$ cat src/rtl/kbd_text_ctrl.sv
// kbd_text_ctrl: pops scan codes from the PS/2 receive FIFO, tracks make,
// break and E0 prefixes, counts distinct key presses, and turns printable
// make codes into character-buffer writes at a managed text cursor.
module kbd_text_ctrl #(
    parameter int COLS = 70,
    parameter int ROWS = 30
) (
    input  logic       clk,
    input  logic       rst,
    input  logic [7:0] ps2_data,
    input  logic       ps2_ready,
    input  logic       ps2_overflow,
    output logic       ps2_nextdata_n,
    output logic [7:0] scan_code,
    input  logic [7:0] ascii_in,
    output logic       wr_en,
    output logic [4:0] wr_row,
    output logic [6:0] wr_col,
    output logic [7:0] wr_char,
    output logic [4:0] cur_row,
    output logic [6:0] cur_col,
    output logic       key_down,
    output logic [7:0] last_code,
    output logic [7:0] press_count,
    output logic       overflow_seen
);

    localparam logic [6:0] COL_LAST   = 7'(COLS - 1);
    localparam logic [4:0] ROW_LAST   = 5'(ROWS - 1);
    localparam logic [7:0] CODE_BRK   = 8'hF0;
    localparam logic [7:0] CODE_EXT   = 8'hE0;
    localparam logic [7:0] CODE_ENTER = 8'h5A;
    localparam logic [7:0] CODE_BKSP  = 8'h66;
    localparam logic [7:0] CHAR_SPACE = 8'h20;

    typedef enum logic [1:0] {
        S_IDLE   = 2'd0,
        S_POP    = 2'd1,
        S_DECODE = 2'd2,
        S_WRITE  = 2'd3
    } state_t;

    // Next row with wrap to the top; the screen never scrolls.
    function automatic logic [4:0] row_next(input logic [4:0] row);
        if (row == ROW_LAST) begin
            row_next = 5'd0;
        end else begin
            row_next = row + 5'd1;
        end
    endfunction

    // Cursor position after a printed character, packed as {row, col}.
    function automatic logic [11:0] cur_advance(input logic [4:0] row, input logic [6:0] col);
        if (col < COL_LAST) begin
            cur_advance = {row, col + 7'd1};
        end else begin
            cur_advance = {row_next(row), 7'd0};
        end
    endfunction

    // Cursor position after a backspace step; (0,0) is a hard stop.
    function automatic logic [11:0] cur_back(input logic [4:0] row, input logic [6:0] col);
        if (col > 7'd0) begin
            cur_back = {row, col - 7'd1};
        end else if (row > 5'd0) begin
            cur_back = {row - 5'd1, COL_LAST};
        end else begin
            cur_back = {row, col};
        end
    endfunction

    state_t     state_q, state_d;
    logic [7:0] code_q, code_d;
    logic       brk_q, brk_d;
    logic       ext_q, ext_d;
    logic       nextdata_n_q, nextdata_n_d;
    logic       wr_en_q, wr_en_d;
    logic [4:0] wr_row_q, wr_row_d;
    logic [6:0] wr_col_q, wr_col_d;
    logic [7:0] wr_char_q, wr_char_d;
    logic [4:0] cur_row_q, cur_row_d;
    logic [6:0] cur_col_q, cur_col_d;
    logic       key_down_q, key_down_d;
    logic [7:0] last_code_q, last_code_d;
    logic [7:0] press_count_q, press_count_d;
    logic       overflow_q, overflow_d;
    logic [11:0] adv_s;
    logic [11:0] back_s;

    assign adv_s  = cur_advance(cur_row_q, cur_col_q);
    assign back_s = cur_back(cur_row_q, cur_col_q);

    // Next-state, decode and character action for the pop/decode/write sequence.
    always_comb begin
        state_d       = state_q;
        code_d        = code_q;
        brk_d         = brk_q;
        ext_d         = ext_q;
        nextdata_n_d  = 1'b1;
        wr_en_d       = 1'b0;
        wr_row_d      = wr_row_q;
        wr_col_d      = wr_col_q;
        wr_char_d     = wr_char_q;
        cur_row_d     = cur_row_q;
        cur_col_d     = cur_col_q;
        key_down_d    = key_down_q;
        last_code_d   = last_code_q;
        press_count_d = press_count_q;
        overflow_d    = overflow_q | ps2_overflow;

        case (state_q)
            S_IDLE: begin
                if (ps2_ready) begin
                    code_d       = ps2_data;
                    nextdata_n_d = 1'b0;   // low for exactly the POP cycle
                    state_d      = S_POP;
                end else begin
                    state_d = S_IDLE;
                end
            end
            S_POP: begin
                state_d = S_DECODE;
            end
            S_DECODE: begin
                state_d = S_IDLE;
                if (code_q == CODE_BRK) begin
                    brk_d = 1'b1;
                end else if (code_q == CODE_EXT) begin
                    ext_d = 1'b1;
                end else if (brk_q) begin
                    // Release: only the held key's break drops key_down.
                    if (code_q == last_code_q) begin
                        key_down_d = 1'b0;
                    end else begin
                        key_down_d = key_down_q;
                    end
                    brk_d = 1'b0;
                    ext_d = 1'b0;
                end else begin
                    ext_d = 1'b0;
                    // A make of the still-held key is typematic and not counted.
                    if (key_down_q && (code_q == last_code_q)) begin
                        press_count_d = press_count_q;
                    end else begin
                        press_count_d = press_count_q + 8'd1;
                        last_code_d   = code_q;
                        key_down_d    = 1'b1;
                    end
                    if (!ext_q) begin
                        if (code_q == CODE_ENTER) begin
                            cur_col_d = 7'd0;
                            cur_row_d = row_next(cur_row_q);
                        end else if (code_q == CODE_BKSP) begin
                            cur_row_d = back_s[11:7];
                            cur_col_d = back_s[6:0];
                            wr_row_d  = back_s[11:7];
                            wr_col_d  = back_s[6:0];
                            wr_char_d = CHAR_SPACE;
                            wr_en_d   = 1'b1;
                            state_d   = S_WRITE;
                        end else if (ascii_in != 8'd0) begin
                            wr_row_d  = cur_row_q;
                            wr_col_d  = cur_col_q;
                            wr_char_d = ascii_in;
                            cur_row_d = adv_s[11:7];
                            cur_col_d = adv_s[6:0];
                            wr_en_d   = 1'b1;
                            state_d   = S_WRITE;
                        end else begin
                            state_d = S_IDLE;
                        end
                    end else begin
                        state_d = S_IDLE;
                    end
                end
            end
            S_WRITE: begin
                state_d = S_IDLE;
            end
            default: begin
                state_d = S_IDLE;
            end
        endcase
    end

    // State and output registers; rst returns everything to idle at once.
    always_ff @(posedge clk or posedge rst) begin
        if (rst) begin
            state_q       <= S_IDLE;
            code_q        <= 8'd0;
            brk_q         <= 1'b0;
            ext_q         <= 1'b0;
            nextdata_n_q  <= 1'b1;
            wr_en_q       <= 1'b0;
            wr_row_q      <= 5'd0;
            wr_col_q      <= 7'd0;
            wr_char_q     <= 8'd0;
            cur_row_q     <= 5'd0;
            cur_col_q     <= 7'd0;
            key_down_q    <= 1'b0;
            last_code_q   <= 8'd0;
            press_count_q <= 8'd0;
            overflow_q    <= 1'b0;
        end else begin
            state_q       <= state_d;
            code_q        <= code_d;
            brk_q         <= brk_d;
            ext_q         <= ext_d;
            nextdata_n_q  <= nextdata_n_d;
            wr_en_q       <= wr_en_d;
            wr_row_q      <= wr_row_d;
            wr_col_q      <= wr_col_d;
            wr_char_q     <= wr_char_d;
            cur_row_q     <= cur_row_d;
            cur_col_q     <= cur_col_d;
            key_down_q    <= key_down_d;
            last_code_q   <= last_code_d;
            press_count_q <= press_count_d;
            overflow_q    <= overflow_d;
        end
    end

    assign ps2_nextdata_n = nextdata_n_q;
    assign scan_code      = code_q;
    assign wr_en          = wr_en_q;
    assign wr_row         = wr_row_q;
    assign wr_col         = wr_col_q;
    assign wr_char        = wr_char_q;
    assign cur_row        = cur_row_q;
    assign cur_col        = cur_col_q;
    assign key_down       = key_down_q;
    assign last_code      = last_code_q;
    assign press_count    = press_count_q;
    assign overflow_seen  = overflow_q;

endmodule

$ cat config.mk
export PLATFORM = sky130hd
export DESIGN_NAME = kbd_text_ctrl
export DESIGN_NICKNAME = d
export VERILOG_FILES = /design/src/rtl/kbd_text_ctrl.sv
export SDC_FILE = /design/constraint.sdc
export NUM_CORES = 1
export LEC_CHECK = 0
export BUFFER_PORTS_ARGS = -buffer_cell sky130_fd_sc_hd__clkbuf_2
export CAP_MARGIN = 20
export CORE_AREA = 2 2 70 122
export DETAILED_ROUTE_END_ITERATION = 12
export DIE_AREA = 0 0 72 124
export PLACE_DENSITY_LB_ADDON = 0.15
export SETUP_SLACK_MARGIN = 0.5
export SYNTH_ARGS = -nofsm -noshare
export SYNTH_HDL_FRONTEND = slang
export SYNTH_SLANG_ARGS = --single-unit
$ cat constraint.sdc
create_clock -name clk -period 4.86 [get_ports clk]
set_clock_uncertainty 0.05 [all_clocks]
set_input_delay 0.486 -clock clk [delete_from_list [all_inputs] [get_ports clk]]
set_output_delay 0.486 -clock clk [all_outputs]
set_load 0.005 [all_outputs]
==> results of run 1 <==
[stage by stage]
stage	setup slack, ns	util	cells	power [mW]	area, um2
final	2.29	0.541	522	2.55	4280
after global routing	2.14	0.541	522	2.72	4280
after detailed placement	2.12	0.500	505	1.90	3950
after CTS	2.25	0.538	521	2.56	4250
after floorplan	2.66	-	353	1.56	3500
after global placement	2.18	0.500	505	1.87	3950
[cells by family after synthesis]
logic type / Yosys count / share of synthesized area
compound gates: 82 / 0.164
xor+xnor: 20 / 0.0500
fa+ha+maj: 7 / 0.0250
buf+inv: 29 / 0.0375
flops: 64 / 0.457
mux: 20 / 0.0635
simple gates: 131 / 0.203
[layout make-up]
| type | instances | area (um2) |
|---|---|---|
| clock buffer | 13 | 260 |
| clock inverter | 3 | 42.5 |
| fill | 741 | 3630 |
| inverter | 10 | 37.5 |
| multi-input combinational | 260 | 1790 |
| sequential | 64 | 1600 |
| tap | 90 | 113 |
| timing repair buffer | 82 | 438 |
[where the power goes]
group | internal (mW) | leakage, nW | switching (mW)
sequential | 0.719 | 0.804 | 0.247
combinational | 0.451 | 1.02 | 0.483
clock | 0.424 | 0.146 | 0.230
[final timing paths]
path | to | startpoint | slack [ns] | depth (start not counted)
max in group asynchronous | press_count[2] | rst | 3.89 | 3
min in group asynchronous | overflow_seen | rst | 0.32 | 3
hold reg to reg | wr_row[4] | wr_row[4] | 0.42 | 2
hold / removal | overflow_seen | ps2_overflow | 0.30 | 2
setup reg to reg | cur_col[2] | cur_row[0] | 2.29 | 7
setup / recovery | cur_col[2] | cur_row[0] | 2.29 | 7
[sequential cells by signal, summed over array words and instances, names as in the netlist]
name / count
brk_q: 1
cur_col: 7
cur_row: 5
ext_q: 1
key_down: 1
last_code: 8
overflow_seen: 1
press_count: 8
ps2_nextdata_n: 1
scan_code: 8
state_q: 2
wr_char: 8
wr_col: 7
wr_en: 1
wr_row: 5
[worst max-delay path, delay by kind of cell, from the launching register on]
| kind | cells | cell delay, ns |
|---|---|---|
| and+or+nand+nor | 3 | 1.16 |
| DFF | 1 | 0.47 |
| AOI/OAI and AO/OA | 2 | 0.39 |
| adders and majority gates | 1 | 0.26 |
| buffers and inverters | 1 | 0.13 |
[synth_stat cells (7+ instances only)]
| master | n |
|---|---|
| clkbuf_1 | 8 |
| xnor2_1 | 11 |
| nand2_1 | 41 |
| a21oi_1 | 9 |
| nor2_1 | 25 |
| o21ai_0 | 24 |
| o21ai_1 | 9 |
| xor2_1 | 9 |
| nor3_1 | 8 |
| inv_1 | 9 |
| mux2_2 | 14 |
| ha_1 | 7 |
| dfrtp_1 | 63 |
| nand3_1 | 11 |
| buf_2 | 9 |
| nand4_1 | 7 |
[layer usage]
metal	vias up	part of all wire
met5	-	0
met4	0	0.047
met3	25	0.035
met2	79	0.53
met1	1444	0.38
li1	1434	-
==> metrics.txt, run 1 <==
status=complete, no violations; CP Max Fanout=8; initial antenna violation count=0; area fraction of the dominant cell type after synthesis=0.450; root buffer cell=clkbuf_16; Worst-Skew Late Latency=0.34 ns; IR drop worst, VDD=510 uV; worst hold margin=0.296 ns; GRT Max-Usage Layer=met2; Inserted Clock Buffers=9; postcts setup bufs=0; Pins Over Slew Limit=0; core area=7910 um2; final setup vio count=0; DR iter-0 viols=171; CTS tree=done; RSZ-0062 raised after global routing=false; largest net degree at the start of global routing=65; Max Root-Sink Buffers=2; EDFF count, synth=0; I/O Buffers=79; PwrDens=597 nW/um2; Final nets=454; FP Rows=43; Global Route Usage Sum=0.210; most frequent cells in the layout=clkbuf_2, dfrtp_1, nand2_1; register clock-pin slew on the reported worst setup and hold paths=0.06 ns; GPL Wtd Cong=0.896; met3 GRT Util=0.0421; detailed-router iteration count before antenna repair=4; Synth Register Bits=64; ANT cells=0; CP endpoint kind=flop; post-synth cell types=71; Crit Path Class=reg2reg; Total Wirelength=8980 um; Net Count, Synth=380; Tcrit/Tclk final=0.528; LEAKAGE=1.97 nW; routed via count=2982; grt ovf=0; relative max-transition margin=0.403; cts hold-fix bufs=0; Slowest-stage cell, CP=or4b_1; fmax=390 MHz; post-layout minimum cycle time=2.57 ns; Wirelength per Cell=17.2 um; Synth Warn #=0; CP cell instances=inv_1 > ha_1 > or4b_1 > nand3_1 > a21oi_1 > or3_1 > a32o_1; GRT met2 Usage=0.371; post-cts resize count=0; crit path DAT=2.74 ns; Die ar.=8930 um2; Worst Tran Pin Value=0.887 ns; Mean Syn Cell Area=9.93 um2; layout cell share with drive strength beyond 1=0.292; Setup TNS=0 ns; commonest non-fill, non-tap cell in the layout=clkbuf_2; async set-reset flop share out of synthesis=1.00; vias in the first global route=2857; max incr delay on CP=0.56 ns; H-tree depth=3; top post-synthesis cells by area=dfrtp_1, mux2_2, nand2_1; Hold Crit Class=in2reg; Worst setup SP type=flop; post-synthesis sequential area ratio=0.457; vias per inst=5.71; Starting Density=0.443; Ports=80; area growth from synthesis to layout=22.2%; GRT met1 Usage=0.227; global-route wire length before repair=14200 um; endpoints failing hold=0; Yosys top cell by area=dfrtp_1; max cap viols=0; clock sink count=64; DRC viols=0; Synth Cell Area=3500 um2; Die X=72 um; post-route ant nets=0; Syn Inst Count=353; DP Wirelength=6530 um; data required time at the worst endpoint=5.04 ns; DIE HEIGHT=124 um; ys flop type=dfrtp_1
Power figures use the tool's default switching activity.
==> run 2: changes to the inputs <==
- clock period: 4.86 -> 2.4 ns (I/O delays scaled with it)
==> run 2 against run 1 <==
Hold slack worse by 0.24 ns. Register-to-register slack worse by 2.0 ns. First-iteration DRC count is 46% higher. Setup slack worse by 2.0 ns. Total power grew to 2.5 times the previous value. Via count is 17% higher. Sequential power is 99% higher. Non-clock buffer count is 72 higher. Critical path depth stayed put. Design area is 27% higher. Sequential share of layout area is 7.6 points lower. Largest power group is now combinational cells.
==> metrics.txt, run 2 (synthesized netlist as in run 1, its figures left out) <==
status=complete, no violations (unchanged); Die X=72 um (unchanged); placed cell areas=4120 um2 (was 3950 um2); most frequent cells in the layout=clkbuf_2, buf_4, dfrtp_1 (was clkbuf_2, dfrtp_1, nand2_1); Inserted Clock Buffers=9 (unchanged); Pins Over Slew Limit=0 (unchanged); core area=7910 um2 (unchanged); post-route ant nets=0 (unchanged); global-route wire length before repair=16100 um (was 14200 um); vias in the first global route=3144 (was 2857); Tcrit/Tclk final=0.864 (was 0.528); Register-to-Register Path Depth=7 (unchanged); grt ovf=0 (unchanged); H-tree depth=3 (unchanged); final setup vio count=0 (unchanged); WHS Endpoint=overflow_seen (unchanged); crit path DAT=2.24 ns (was 2.74 ns); max incr delay on CP=0.48 ns (was 0.56 ns); FP Rows=43 (unchanged); hold_sp=ps2_overflow (unchanged); commonest non-fill, non-tap cell in the layout=clkbuf_2 (unchanged); Wirelength per Cell=18.6 um (was 17.2 um); largest net degree at the start of global routing=65 (unchanged); IR drop worst, VDD=899 uV (was 510 uV); Slowest-stage cell, CP=or4b_4 (was or4b_1); initial antenna violation count=0 (unchanged); Crit Path Class=reg2reg (unchanged); PwrDens=1200 nW/um2 (was 597 nW/um2); hold path depth=2 (unchanged); area growth from synthesis to layout=55.1% (was 22.2%); DP Wirelength=6900 um (was 6530 um); routed via count=3488 (was 2982); DR iter-0 viols=250 (was 171); LEAKAGE=2.45 nW (was 1.97 nW); layout cell share with drive strength beyond 1=0.549 (was 0.292); Ports=80 (unchanged); vias per inst=5.86 (was 5.71); CTS tree=done (unchanged); detailed-router iteration count before antenna repair=4 (unchanged); R2R setup slack=0.33 ns (was 2.29 ns); Worst-Skew Late Latency=0.33 ns (was 0.34 ns); relative max-transition margin=0.678 (was 0.403); Final nets=527 (was 454); Buf+Inv Stages, Crit Path=1 (unchanged); Reg-to-Reg End=cur_col[2] (unchanged); Worst Tran Pin Value=0.482 ns (was 0.887 ns); Setup TNS=0 ns (unchanged); fmax=482 MHz (was 390 MHz); GRT Max-Usage Layer=met2 (unchanged); Max Root-Sink Buffers=2 (unchanged); ANT cells=0 (unchanged); Worst setup SP type=flop (unchanged); CP endpoint kind=flop (unchanged); CP Max Fanout=4 (was 8); data required time at the worst endpoint=2.57 ns (was 5.04 ns); GPL Wtd Cong=0.957 (was 0.896); Starting Density=0.443 (unchanged); Tot Pwr=6.51 mW (was 2.55 mW); GRT met2 Usage=0.432 (was 0.371); Filler cells=603 (was 741); Total Wirelength=11100 um (was 8980 um); GRT met1 Usage=0.251 (was 0.227); Hold Crit Class=in2reg (unchanged); max cap viols=0 (unchanged); r2r startpoint=cur_row[1] (was cur_row[0]); DRC viols=0 (unchanged); crit-path leading delay family=simple AND/OR/NAND/NOR gates (unchanged); clock sink count=64 (unchanged); root buffer cell=clkbuf_16 (unchanged); register clock-pin slew on the reported worst setup and hold paths=0.05 ns (was 0.06 ns); Die ar.=8930 um2 (unchanged); DIE HEIGHT=124 um (unchanged); Global Route Usage Sum=0.238 (was 0.210); RSZ-0062 raised after global routing=true (was false); met3 GRT Util=0.0485 (was 0.0421); post-layout minimum cycle time=2.07 ns (was 2.57 ns); endpoints failing hold=0 (unchanged); I/O Buffers=79 (unchanged); CP cell instances=inv_2 > ha_4 > or4b_4 > nand3_4 > a21oi_2 > or3_4 > a32o_1 (was inv_1 > ha_1 > or4b_1 > nand3_1 > a21oi_1 > or3_1 > a32o_1); Design Area, Final=5430 um2 (was 4280 um2)
-- run 2: changes by cell type in the layout (fill, tap and decap cells not counted), moves of 6 or more --
cell and delta:
mux2_4 +9, nand2_1 -16, mux2_2 -6, dfrtp_2 +13, nand2_4 +9, buf_4 +54
o21ai_0 -14, nand2_2 +7, o21ai_2 +10, buf_6 +10, dfrtp_1 -13
-- run 2: layer usage --
layer	routed length [um]	share of wire
met3	542	0.049
met1	3960	0.36
met5	0	0
met2	5990	0.54
met4	584	0.053
-- run 2: worst max-delay path by stage --
stage	startpoint	to	slack [ns]	cells past startpoint
final	cur_row[1]	cur_col[2]	0.33	7
after global routing	cur_row[1]	cur_col[2]	0.29	7
after CTS	cur_row[0]	cur_col[2]	0.35	7
after detailed placement	scan_code[5]	cur_row[4]	0.13	5
after global placement	scan_code[5]	cur_row[4]	0.12	5
after floorplan	cur_row[1]	cur_col[2]	0.37	7
-- run 2: worst reg2reg max path, cell delays in order, from the launching register on --
cell and delay, ns:
dfrtp_2 0.41, inv_2 0.08, ha_4 0.15, or4b_4 0.48, nand3_4 0.12, a21oi_2 0.07, or3_4 0.37, a32o_1 0.22
-- run 2: area by class of cell --
type / instances / area, um2 / share of cell area
clock buffers: 13 / 250 / 0.0461
repair buffers: 154 / 1110 / 0.204
well taps: 90 / 113 / 0.0207
flip-flops and latches: 64 / 1620 / 0.298
inverters: 10 / 41.3 / 0.00760
multi-input cells: 261 / 2280 / 0.420
clock inverters: 3 / 17.5 / 0.00322
-- run 2: report_power, final --
group | leakage [nW] | switching, mW | internal [mW]
logic | 1.54 | 1.63 | 1.79
clock network | 0.130 | 0.452 | 0.723
registers | 0.788 | 0.441 | 1.48
-- run 2: what timing repair did --
item                       CTS  global route
gates cloned                 1             4
gates resized for setup     56            76
hold endpoints to repair    63             0
setup endpoints to repair   50            50
hold buffers                 1             0
buffers inserted            36            16
pin swaps                   19            32
-- run 2: stage by stage --
stage	hold slack [ns]	setup WS (ns)	util	std cells
floorplan	0.302	0.372	-	353
global placement	0.296	0.119	0.520	521
detailed placement	0.301	0.127	0.520	521
CTS	0.0459	0.355	0.625	575
global route	0.0480	0.292	0.687	595
finish	0.0518	0.326	0.687	595
==> run 3: changes to the inputs <==
- CORE_AREA: 2 2 70 122 -> 2 2 102 84
- CTS_CLUSTER_DIAMETER: not set -> 120
- DIE_AREA: 0 0 72 124 -> 0 0 104 86
==> run 3 against run 2 <==
Sequential power is essentially flat. Clock power shrank 6%. Setup slack gained 0.052 ns. Critical path type unchanged. Highest routed layer unchanged. Largest power group unchanged. Flip-flop and latch count is the same.
==> metrics.txt, run 3 (synthesized netlist as in run 1, its figures left out) <==
status=complete, no violations (unchanged); commonest non-fill, non-tap cell in the layout=clkbuf_2 (unchanged); Tcrit/Tclk final=0.843 (was 0.864); most frequent cells in the layout=clkbuf_2, dfrtp_1, buf_4 (was clkbuf_2, buf_4, dfrtp_1); Placed Cells incl. Taps=540 (was 521); I/O Buffers=79 (unchanged); vias in the first global route=3149 (was 3144); clock sink count=64 (unchanged); DR iter-0 viols=211 (was 250); fmax=494 MHz (was 482 MHz); ANT cells=0 (unchanged); Setup TNS=0 ns (unchanged); Switching Share=0.394 (was 0.387); P_int=3.58 mW (was 3.99 mW); max incr delay on CP=0.45 ns (was 0.48 ns); max cap viols=0 (unchanged); Worst setup SP type=flop (unchanged); relative max-transition margin=0.653 (was 0.678); global-route wire length before repair=16000 um (was 16100 um); detailed-router iteration count before antenna repair=4 (unchanged); Comb pwr share=0.483 (was 0.525); RSZ-0062 raised after global routing=true (unchanged); Filler cells=632 (was 603); Crit Path Class=reg2reg (unchanged); Inserted Clock Buffers=9 (unchanged); post-route ant nets=0 (unchanged); FP Rows=29 (was 43); Die ar.=8940 um2 (was 8930 um2); DRC viols=0 (unchanged); Max Root-Sink Buffers=2 (unchanged); Slowest-stage cell, CP=dfrtp_2 (was or4b_4); DIE HEIGHT=86 um (was 124 um); DP Wirelength=6500 um (was 6900 um); Total Wirelength=10100 um (was 11100 um); endpoints failing hold=0 (unchanged); post-route setup slack=0.378 ns (was 0.326 ns); final setup vio count=0 (unchanged); Worst Tran Pin Value=0.518 ns (was 0.482 ns); clock power share=0.188 (was 0.181); CTS tree=done (unchanged); Final nets=509 (was 527); data required time at the worst endpoint=2.57 ns (about the same); register clock-pin slew on the reported worst setup and hold paths=0.08 ns (was 0.05 ns); Ports=80 (unchanged); largest net degree at the start of global routing=46 (was 65); sequential share of power=0.329 (was 0.295); post-layout minimum cycle time=2.02 ns (was 2.07 ns); area growth from synthesis to layout=43.8% (was 55.1%); vias per inst=5.49 (was 5.86); CP cell instances=nand4bb_4 > nor2_4 > o2111ai_4 > buf_4 > o41ai_2 (was inv_2 > ha_4 > or4b_4 > nand3_4 > a21oi_2 > or3_4 > a32o_1); GPL Wtd Cong=0.881 (was 0.957); PwrDens=1170 nW/um2 (was 1200 nW/um2); core area=7840 um2 (was 7910 um2); Pins Over Slew Limit=0 (unchanged); routed via count=3269 (was 3488); initial antenna violation count=0 (unchanged); layout cell share with drive strength beyond 1=0.485 (was 0.549); root buffer cell=clkbuf_8 (was clkbuf_16); Placement Setup Slack=0.199 ns (was 0.127 ns); CP endpoint kind=flop (unchanged); worst hold margin=0.0361 ns (was 0.0518 ns); Worst-Skew Late Latency=0.34 ns (was 0.33 ns); H-tree depth=3 (unchanged); sw power=2.33 mW (was 2.52 mW); Hold Crit Class=in2reg (unchanged); Starting Density=0.447 (was 0.443); Die X=104 um (was 72 um); Wirelength per Cell=17.0 um (was 18.6 um); crit path DAT=2.19 ns (was 2.24 ns); LEAKAGE=2.28 nW (was 2.45 nW); CP Max Fanout=8 (was 4); Non-Filler Instances=595 (unchanged); IR drop worst, VDD=573 uV (was 899 uV); Global Route Usage Sum=0.224 (was 0.238); grt ovf=0 (unchanged)
-- run 3: per-layer routing --
layer | vias up | GRT usage | wire length (um)
li1 | 1534 | - | -
met1 | 1585 | 0.321 | 4700
met3 | 24 | 0.0494 | 560
met2 | 126 | 0.343 | 4670
met5 | - | 0 | 0
met4 | 0 | 0.0651 | 195
-- run 3: worst paths after layout --
path	end	start	cells after the start	slack, ns
max	cur_col[0]	scan_code[7]	5	0.38
min	overflow_seen	ps2_overflow	2	0.04
max reg2reg	cur_col[0]	scan_code[7]	5	0.38
min reg2reg	overflow_seen	overflow_seen	1	0.42
max in group asynchronous	ps2_nextdata_n	rst	4	1.24
min in group asynchronous	last_code[3]	rst	3	0.41
-- run 3: power groups by stage --
stage	logic (mW)	clock network (mW)	registers, mW
after floorplan	1.34	0	1.84
after global placement	2.02	0	1.90
after detailed placement	2.05	0	1.92
after CTS	2.57	1.13	1.91
after global routing	3.08	1.18	2.01
final	2.85	1.11	1.95
-- run 3: worst max-delay path, delay by kind of cell (launching register included) --
kind | cells | cell delay (ns)
buffers and inverters | 1 | 0.24
and+or+nand+nor | 2 | 0.52
DFF | 1 | 0.45
AOI/OAI and AO/OA | 2 | 0.63
-- run 3: per-stage QoR --
stage                     area, um2  power [mW]  utilization
after CTS                      4850        5.60        0.619
final                          5040        5.91        0.643
after global routing           5040        6.27        0.643
after global placement         4170        3.92        0.532
after detailed placement       4170        3.97        0.532
after floorplan                3550        3.17            -
-- run 3: final cells by class --
cell class              count  area [um2]  area share
repair buffers            137         897       0.178
inverters                  10        41.3     0.00819
flip-flops and latches     64        1620       0.322
well taps                 108         135      0.0268
multi-input cells         260        2110       0.418
clock inverters             5        86.3      0.0171
clock buffers              11         151      0.0300
-- run 3: repair_timing --
item / in CTS / in global routing
setup buffers: 30 / 8
hold buffers: 1 / 0
gates cloned: 0 / 0
pin swaps: 18 / 11
setup endpoints to repair: 49 / 44
endpoints found under the hold margin: 19 / 0
resized for setup: 52 / 23
